`src/rtl/timer_controller_pkg.sv`:
```
// Shared definitions for the programmable timer controller: register map,
// CTRL bit positions and the controller state encoding.
package timer_controller_pkg;

  // Register map
  localparam logic [1:0] ADDR_CTRL     = 2'd0;
  localparam logic [1:0] ADDR_PRESCALE = 2'd1;
  localparam logic [1:0] ADDR_RELOAD   = 2'd2;
  localparam logic [1:0] ADDR_COUNT    = 2'd3;

  // CTRL write bit positions (START and STOP are self-clearing strobes)
  localparam int CTRL_START    = 0;
  localparam int CTRL_PERIODIC = 1;
  localparam int CTRL_STOP     = 2;

  // Controller state encoding
  localparam logic [0:0] ST_IDLE    = 1'b0;
  localparam logic [0:0] ST_RUNNING = 1'b1;

endpackage

```
`src/rtl/timer_controller_prescaler.sv`:
```
// Runtime-configurable prescaler. Counts 0..limit while run is high and
// emits ptick on the terminal count. The >= compare makes a limit lowered
// below the current count wrap on the next enabled cycle instead of
// running all the way around the counter.
module prescaler
  import timer_controller_pkg::*;
#(
  parameter int WIDTH = 16
) (
  input  logic             clk,
  input  logic             rst,
  input  logic             clear,
  input  logic             run,
  input  logic [WIDTH-1:0] limit,
  output logic             ptick
);

  localparam logic [WIDTH-1:0] ONE = WIDTH'(1);

  logic [WIDTH-1:0] pcnt_q;
  logic [WIDTH-1:0] pcnt_d;

  // Terminal-count detect and next prescale count
  always_comb begin
    ptick  = run && (pcnt_q >= limit);
    pcnt_d = pcnt_q;
    if (clear) begin
      pcnt_d = '0;
    end else if (ptick) begin
      pcnt_d = '0;
    end else if (run) begin
      pcnt_d = pcnt_q + ONE;
    end else begin
      pcnt_d = pcnt_q;
    end
  end

  // Prescale count register with synchronous reset
  always_ff @(posedge clk) begin
    if (rst) begin
      pcnt_q <= '0;
    end else begin
      pcnt_q <= pcnt_d;
    end
  end

endmodule

```
`src/rtl/timer_controller.sv`:
```
// Programmable timer controller: register file, IDLE/RUNNING sequencer and
// countdown counter driven by the prescaler tick. Expiry produces a
// one-cycle tick_out pulse and a sticky irq cleared by irq_ack.
module timer_controller
  import timer_controller_pkg::*;
#(
  parameter int WIDTH = 16
) (
  input  logic             clk,
  input  logic             rst,
  input  logic             en,
  input  logic             wr,
  input  logic [1:0]       addr,
  input  logic [WIDTH-1:0] wr_data,
  output logic [WIDTH-1:0] rd_data,
  output logic             irq,
  input  logic             irq_ack,
  output logic             tick_out,
  output logic             running
);

  localparam logic [WIDTH-1:0] ONE = WIDTH'(1);

  logic [0:0]       state_q,    state_d;
  logic [WIDTH-1:0] count_q,    count_d;
  logic [WIDTH-1:0] prescale_q, prescale_d;
  logic [WIDTH-1:0] reload_q,   reload_d;
  logic             periodic_q, periodic_d;
  logic             irq_q,      irq_d;
  logic             tick_q,     tick_d;
  logic [WIDTH-1:0] rd_data_q,  rd_data_d;

  logic running_s;
  logic ctrl_wr_s;
  logic start_s;
  logic stop_s;
  logic run_s;
  logic clear_s;
  logic ptick_s;
  logic expire_s;

  // Decode control strobes; STOP beats START, and a (re)start beats expiry
  always_comb begin
    running_s = (state_q == ST_RUNNING);
    ctrl_wr_s = wr && (addr == ADDR_CTRL);
    start_s   = ctrl_wr_s && wr_data[CTRL_START];
    stop_s    = ctrl_wr_s && wr_data[CTRL_STOP];
    run_s     = running_s && en;
    clear_s   = start_s && !stop_s;
    expire_s  = ptick_s && (count_q == '0) && !stop_s && !start_s;
  end

  prescaler #(
    .WIDTH (WIDTH)
  ) u_prescaler (
    .clk   (clk),
    .rst   (rst),
    .clear (clear_s),
    .run   (run_s),
    .limit (prescale_q),
    .ptick (ptick_s)
  );

  // Register writes, state sequencing, countdown and expiry flags
  always_comb begin
    state_d    = state_q;
    count_d    = count_q;
    prescale_d = prescale_q;
    reload_d   = reload_q;
    periodic_d = periodic_q;

    if (wr) begin
      case (addr)
        ADDR_CTRL:     periodic_d = wr_data[CTRL_PERIODIC];
        ADDR_PRESCALE: prescale_d = wr_data;
        ADDR_RELOAD:   reload_d   = wr_data;
        default:       periodic_d = periodic_q;  // COUNT is read-only
      endcase
    end else begin
      periodic_d = periodic_q;
    end

    if (stop_s) begin
      state_d = ST_IDLE;
    end else if (start_s) begin
      state_d = ST_RUNNING;
      count_d = reload_q;
    end else if (ptick_s) begin
      if (count_q != '0) begin
        count_d = count_q - ONE;
      end else if (periodic_q) begin
        count_d = reload_q;
      end else begin
        state_d = ST_IDLE;
      end
    end else begin
      state_d = state_q;
    end

    // Set wins over acknowledge
    if (expire_s) begin
      irq_d = 1'b1;
    end else if (irq_ack) begin
      irq_d = 1'b0;
    end else begin
      irq_d = irq_q;
    end

    tick_d = expire_s;
  end

  // Registered read mux over the register map
  always_comb begin
    rd_data_d = '0;
    case (addr)
      ADDR_CTRL:     rd_data_d = {{(WIDTH-2){1'b0}}, running_s, periodic_q};
      ADDR_PRESCALE: rd_data_d = prescale_q;
      ADDR_RELOAD:   rd_data_d = reload_q;
      ADDR_COUNT:    rd_data_d = count_q;
      default:       rd_data_d = '0;
    endcase
  end

  // State and output registers with synchronous reset
  always_ff @(posedge clk) begin
    if (rst) begin
      state_q    <= ST_IDLE;
      count_q    <= '0;
      prescale_q <= '0;
      reload_q   <= '0;
      periodic_q <= 1'b0;
      irq_q      <= 1'b0;
      tick_q     <= 1'b0;
      rd_data_q  <= '0;
    end else begin
      state_q    <= state_d;
      count_q    <= count_d;
      prescale_q <= prescale_d;
      reload_q   <= reload_d;
      periodic_q <= periodic_d;
      irq_q      <= irq_d;
      tick_q     <= tick_d;
      rd_data_q  <= rd_data_d;
    end
  end

  assign rd_data  = rd_data_q;
  assign irq      = irq_q;
  assign tick_out = tick_q;
  assign running  = running_s;

endmodule

```
`config.mk`:
```
export PLATFORM = sky130hd
export DESIGN_NAME = timer_controller
export DESIGN_NICKNAME = d
export VERILOG_FILES = /design/src/rtl/timer_controller_pkg.sv /design/src/rtl/timer_controller_prescaler.sv /design/src/rtl/timer_controller.sv
export SDC_FILE = /design/constraint.sdc
export NUM_CORES = 1
export LEC_CHECK = 0
export ABC_AREA = 1
export CORE_MARGIN = 2
export CORE_UTILIZATION = 64
export CTS_BUF_LIST = sky130_fd_sc_hd__clkbuf_8
export DETAILED_ROUTE_END_ITERATION = 12
export PLACE_DENSITY = 0.86
export RECOVER_POWER = 100
export SLEW_MARGIN = 20
export SYNTH_ARGS = -nofsm -noshare
export SYNTH_HDL_FRONTEND = slang
export SYNTH_SLANG_ARGS = --single-unit
```
`constraint.sdc`:
```
create_clock -name clk -period 3.02 [get_ports clk]
set_input_delay 0.453 -clock clk [delete_from_list [all_inputs] [get_ports clk]]
set_output_delay 0.453 -clock clk [all_outputs]
set_load 0.1 [all_outputs]
```
==> impl_metrics.ini <==
[synth]
synthSimpleGateAreaFrac_pct = 25.2
synth_xor_area_share_pct = 4.00
ys_seq_area_share_pct = 38.4
synth_seq_cells = 84
synth_top_family_by_area = simple AND/OR/NAND/NOR gates
synthCells = 619
synth_cell_types = 36
netlist_area_sq_um = 4380
synth_fa_ha_area_share_pct = 5.43
synth_fp_nets = 661
syn_avg_cell_area_sq_um = 7.07
synth_compound_area_share_pct = 16.7
muxShareOfSynthArea_pct = 0
yosys_warnings = 0

[sta]
setup_violations = 0
rsz0062_at_grt = false
fin_crit_ps = 2430
fin_setup_tns_ps = 0
max_freq_ghz = 0.412
finClkSkew_ps = 9.82
period_share_pct = 80.3
drv_slew = 0
relSlewSlack_pct = 22.3
worst_pin_slew_ps = 1170
hold_viol = 0

[floorplanning]
die_width_microns = 86.7
die-area_sq_um = 7520
start_util_pct = 65.2
core_area_sq_um = 6720
io_pins = 42
std_cell_rows = 30
dieHeight_microns = 86.7

[worst_setup_path]
cp-end-kind = flip-flop
rrSetupSlack_ps = 610
crit_arrival_ps = 2710
max_stage_delay_ps = 700
cp-start-kind = primary input
worstSetupPathType = in2reg
required_ps = 3300
worst-path-max-fanout = 42
critPathSlowestCell = dlygate4sd3_1
cp_num_buf_inv = 3
cpLargestDelayFamily = buffers and inverters
path_cells = dlygate4sd3_1, inv_1, clkbuf_2, o21ai_0, a21oi_1

[pwr]
p_per_area_nw_per_um2 = 548
p_leak_nw = 2.18
peakVddDrop_uv = 315

[drt]
routedWlPerCell_microns = 15.0
final_antenna_net_count = 0
first_iter_violations = 289
drc_errors = 0
dr.pass1.iters = 5
num_vias = 4146
via_per_inst = 5.64
wl_microns = 11000

[run]
maxCapViolCount = 0

[cells_and_area]
antenna_cells = 0
drive_gt1_share_pct = 5.65
areaGrowthSynthToFinish_pct = 11.2
finalNetCount = 692
layout.cells.non_filler = 735
final_common_cell = nand2_1
layout_common_cells = 119 x nand2_1, 84 x inv_1, 84 x dfxtp_1
nFillCells = 569

[clock_tree]
cts.hold.buffers_added = 0
cts_max_level = 3
cts_tree = yes
cts_repair_resize_count = 0
cts-root-buf = clkbuf_8
cts_buffer_depth = 2
postCtsSetupBuffers = 0
clk-insertion-delay-late_ps = 360
clock-sinks = 84
cts_buffers = 9
clkTransAtPathRegs_ps = 80

[placement]
gp_congestion = 0.914
dp.cells = 719
hpwl_microns = 8130
numPortBuffers = 41

[global_route]
overflow = 0
grt_pass1_vias = 3881
grtUsageMet2_pct = 51.0
gr-usage-met1_pct = 39.3
gr-usage-met3_pct = 4.95
antenna_found_initial = 0
grt_usage_pct = 30.3
grt_max_degree = 43
grt_pass1_wl_microns = 17900
gr-max-usage-layer = met2

[outcome]
status = completed

[hold_path]
hold_path.class = reg2reg
[stage by stage]
step           instance area [sq um]  power (mW)  setup slack [ps]  hold slack, ps  util (%)
2_1_floorplan                   4380        1.71               783             445         -
3_3_place_gp                    4740        1.83               541             463      70.6
3_5_place_dp                    4740        1.84               437             469      70.6
4_1_cts                         4950        2.66               690             480      73.7
5_1_grt                         4870        2.79               407             515      72.5
6_report                        4870        2.67               594             479      72.5
[worst paths after layout]
path / start / to / cells past startpoint
setup / recovery: rst / prescale_q[3]$_SDFFE_PP0P_ / 5
hold reg to reg: reload_q[3]$_SDFFE_PP0P_ / reload_q[3]$_SDFFE_PP0P_ / 2
hold / removal: reload_q[3]$_SDFFE_PP0P_ / reload_q[3]$_SDFFE_PP0P_ / 2
setup reg to reg: prescale_q[7]$_SDFFE_PP0P_ / u_prescaler.pcnt_q[15]$_SDFFE_PP0P_ / 13
[sequential cells by signal, indices dropped and copies added, names as in the netlist]
signal              count
count_q                16
prescale_q             16
rd_data                16
reload_q               16
u_prescaler.pcnt_q     16
irq                     1
periodic_q              1
running                 1
tick_out                1
[cell type report]
cell class                 instances  area (sq um)  area share (%)
multi-input combinational        424          2240            46.0
sequential                        84          1680            34.5
inverter                          87           327            6.71
timing repair buffer              44           312            6.40
clock buffer                      11           151            3.11
tap                               80           100            2.06
clock inverter                     5          57.6            1.18
[power breakdown]
| part | internal [mW] | switching (mW) | leakage (nW) |
|---|---|---|---|
| Clock | 0.429 | 0.422 | 0.110 |
| Sequential | 1.15 | 0.0288 | 0.682 |
| Combinational | 0.198 | 0.443 | 1.39 |
| Total | 1.77 | 0.893 | 2.18 |
[cells in the mapped netlist]
master	n	area share, %
xor2_1	18	3.6
nand3b_1	4	0.69
a21oi_4	1	0.37
nor3_4	1	0.37
buf_2	5	0.57
nand3_2	1	0.23
nor3b_2	1	0.29
nand2_1	118	10
buf_1	1	0.086
ha_1	19	5.4
buf_4	1	0.17
dfxtp_1	84	38
o21ai_1	7	0.80
nand4_1	6	0.86
nor2_8	1	0.46
inv_1	83	7.1
inv_2	4	0.34
a221oi_1	1	0.20
a21oi_1	64	7.3
o221ai_1	7	1.4
or2_2	3	0.43
xnor2_1	2	0.40
buf_6	3	0.77
nand2_4	2	0.51
nor2_1	69	5.9
nand3_1	26	3.0
nand2_2	4	0.57
o21ai_0	45	5.1
o31ai_1	1	0.17
nor2_2	3	0.43
nor4_1	1	0.14
nor3_1	7	0.80
or2_0	2	0.29
clkbuf_1	14	1.2
nor3b_1	1	0.17
o22ai_1	9	1.3
[kinds of logic (layout without fill, tap and decap cells)]
family / Yosys count / in the layout
DFF: 84 / 84
and+or+nand+nor: 250 / 250
AOI/OAI and AO/OA: 135 / 135
adders and majority gates: 19 / 19
xor gates and xnor gates: 20 / 20
buffers and inverters: 111 / 147
[routing by layer]
metal | up-vias | wire, microns
li1 | 2062 | -
met1 | 1904 | 4770
met2 | 161 | 5370
met3 | 19 | 676
met4 | 0 | 228
met5 | - | 0
[worst register-to-register path, cell delays in order, from the launching register on]
cell and delay (ps):
dfxtp_1 310, inv_1 90, ha_1 330, nand2_1 70, inv_1 50, nand2_1 60
nand2_1 60, nor2_1 130, nand2_1 80, nand2_1 60, nand2_1 50, nand2_1 140
nand3_1 470, nor3b_1 410
(Power assumes the default switching activity.)
==> variant (config.mk and constraints unchanged) <==
Reset style: asynchronous (`rst`), changed in 2 clocked blocks. Comments in the files are not updated.
--- a/src/rtl/timer_controller_prescaler.sv
+++ b/src/rtl/timer_controller_prescaler.sv
@@ -36,7 +36,7 @@
   end
 
   // Prescale count register with synchronous reset
-  always_ff @(posedge clk) begin
+  always_ff @(posedge clk or posedge rst) begin
     if (rst) begin
       pcnt_q <= '0;
     end else begin
--- a/src/rtl/timer_controller.sv
+++ b/src/rtl/timer_controller.sv
@@ -122,7 +122,7 @@
   end
 
   // State and output registers with synchronous reset
-  always_ff @(posedge clk) begin
+  always_ff @(posedge clk or posedge rst) begin
     if (rst) begin
       state_q    <= ST_IDLE;
       count_q    <= '0;
Function: differs if rst is asserted again (counterexample within 4 cycles, from zero or initial values and one cycle with rst high); with rst held inactive, the same outputs for 4 cycles.
==> variant against the original RTL <==
- the run now ends with max-capacitance violations, max-slew violations left
- worst setup slack worse by 0.085 ns
- synthesized area up 8.1%
- die area up 7.7%
- final area up 9.6%
- non-clock buffer count up 3
- global-route usage up 0.94 points
- sequential cell count unchanged
- wire length up 9.9%
- synthesized cell count down 0.81%
- fmax down 3.4%
- first-iteration DRC count down 14%
- highest routed layer unchanged
Power is not compared: it rests on default switching activity, and its combinational part moved more than twofold at a synthesized area within 25%.
==> variant: results (changes against the original RTL) <==
drt_iter0_drc: 248  # was 289
via_count: 4289  # was 4146
nNonClkBuffers: 47  # was 44
synth.distinct_cells: 34  # was 36
bufAreaShareNonClock_pct: 6.36  # was 6.40%
worst_slew_pin_slew_ns: 1.93  # was 1.17 ns
crit_family: "buffers and inverters"  # unchanged
synthArstFlopShare_pct: 100  # was 0%
nWellTaps: 99  # was 80
num-clock-buffers: 10  # was 11
synth-compound-area-share_pct: 10.4  # was 16.7%
fin_nets: 698  # was 692
dp_hpwl_um: 8680  # was 8130 um
crit_arrival_ns: 2.73  # was 2.71 ns
synthXorXnorAreaFrac_pct: 2.40  # was 4.00%
grt_pass1_vias: 4151  # was 3881
grt_pass1_wl_um: 20100  # was 17900 um
multi_input_area_share_pct: 41.6  # was 46.0%
power_mw: 4.57
ys_seq_area_share_pct: 44.4  # was 38.4%
clkCellAreaFrac_pct: 4.48  # was 4.29%
critPathMaxFanout: 32  # was 42
grt_usage_pct: 31.3  # was 30.3%
n_all_inverters: 83  # was 87
num-multi-input-gates: 431  # was 424
grt_max_degree: 44  # was 43
layout-drive-gt1-share_pct: 6.21  # was 5.65%
yosys.area_share.adder_pct: 5.02  # was 5.43%
n_fill_cell: 604  # was 569
ys_top_cells_by_area: "dfrtp_1 44%, nand2_1 14%, inv_1 6.3%"  # was dfxtp_1 38%, nand2_1 10%, a21oi_1 7.3%
placed_area_um2: 5200  # was 4740 um^2
synth_common_cells: "181 x nand2_1, 84 x dfrtp_1, 80 x inv_1"  # was 118 x nand2_1, 84 x dfxtp_1, 83 x inv_1
status: "finished with violations"  # was finished clean
fin_skew_ns: 0.0124  # was 0.00982 ns
violations: "max-capacitance violations, max-slew violations"
maxCapViolations: 1  # was 0
synthesis.nets: 656  # was 661
slew_violations: 42  # was 0
drt_wl_total_um: 12100  # was 11000 um
## variant: tightest hold or removal path, cell delays in order (launching register included)
cell     delay (ns)
dfrtp_1        0.36
nand2_1        0.05
o21ai_0        0.06
## variant: power groups by stage
stage / registers [mW] / clock network [mW] / logic [mW]
floorplan: 1.97 / 0 / 1.16
global placement: 1.70 / 0 / 1.84
detailed placement: 1.71 / 0 / 1.90
CTS: 1.70 / 0.976 / 1.92
global route: 1.74 / 1.03 / 2.11
finish: 1.70 / 0.977 / 1.89
## variant: kinds of logic (layout without fill, tap and decap cells)
kind of cell    count (synthesis)  count (layout)
flops                          84              84
simple gates                  313             313
xor+xnor                       13              13
compound gates                 86              86
buf+inv                        99             145
fa+ha+maj                      19              19
## variant: final timing paths
path	from	endpoint	slack, ns	depth (start not counted)
min in group asynchronous	rst	tick_out	1.03	2
worst min register to register	prescale_q[10]	prescale_q[10]	0.49	2
worst max-delay path	addr[0]	reload_q[12]	0.51	7
worst max register to register	prescale_q[11]	count_q[4]	0.56	10
max in group asynchronous	rst	reload_q[10]	1.07	3
worst min-delay path	prescale_q[10]	prescale_q[10]	0.49	2
## variant: through the flow
step / hold slack (ns) / setup WS, ns / utilization (%) / std cells
after floorplan: 0.453 / 0.402 / - / 614
after global placement: 0.467 / 0.748 / 72.1 / 744
after detailed placement: 0.478 / 0.634 / 72.1 / 744
after CTS: 0.499 / 0.830 / 75.4 / 759
after global routing: 0.533 / 0.355 / 74.0 / 759
final: 0.494 / 0.509 / 74.0 / 759
## variant: layer usage
layer | vias up | GRT usage, % | wire (um)
li1 | 2061 | - | -
met1 | 2030 | 40.1 | 5020
met3 | 32 | 5.78 | 759
met2 | 166 | 52.4 | 5990
met5 | - | 0 | 0
met4 | 0 | 13.1 | 358
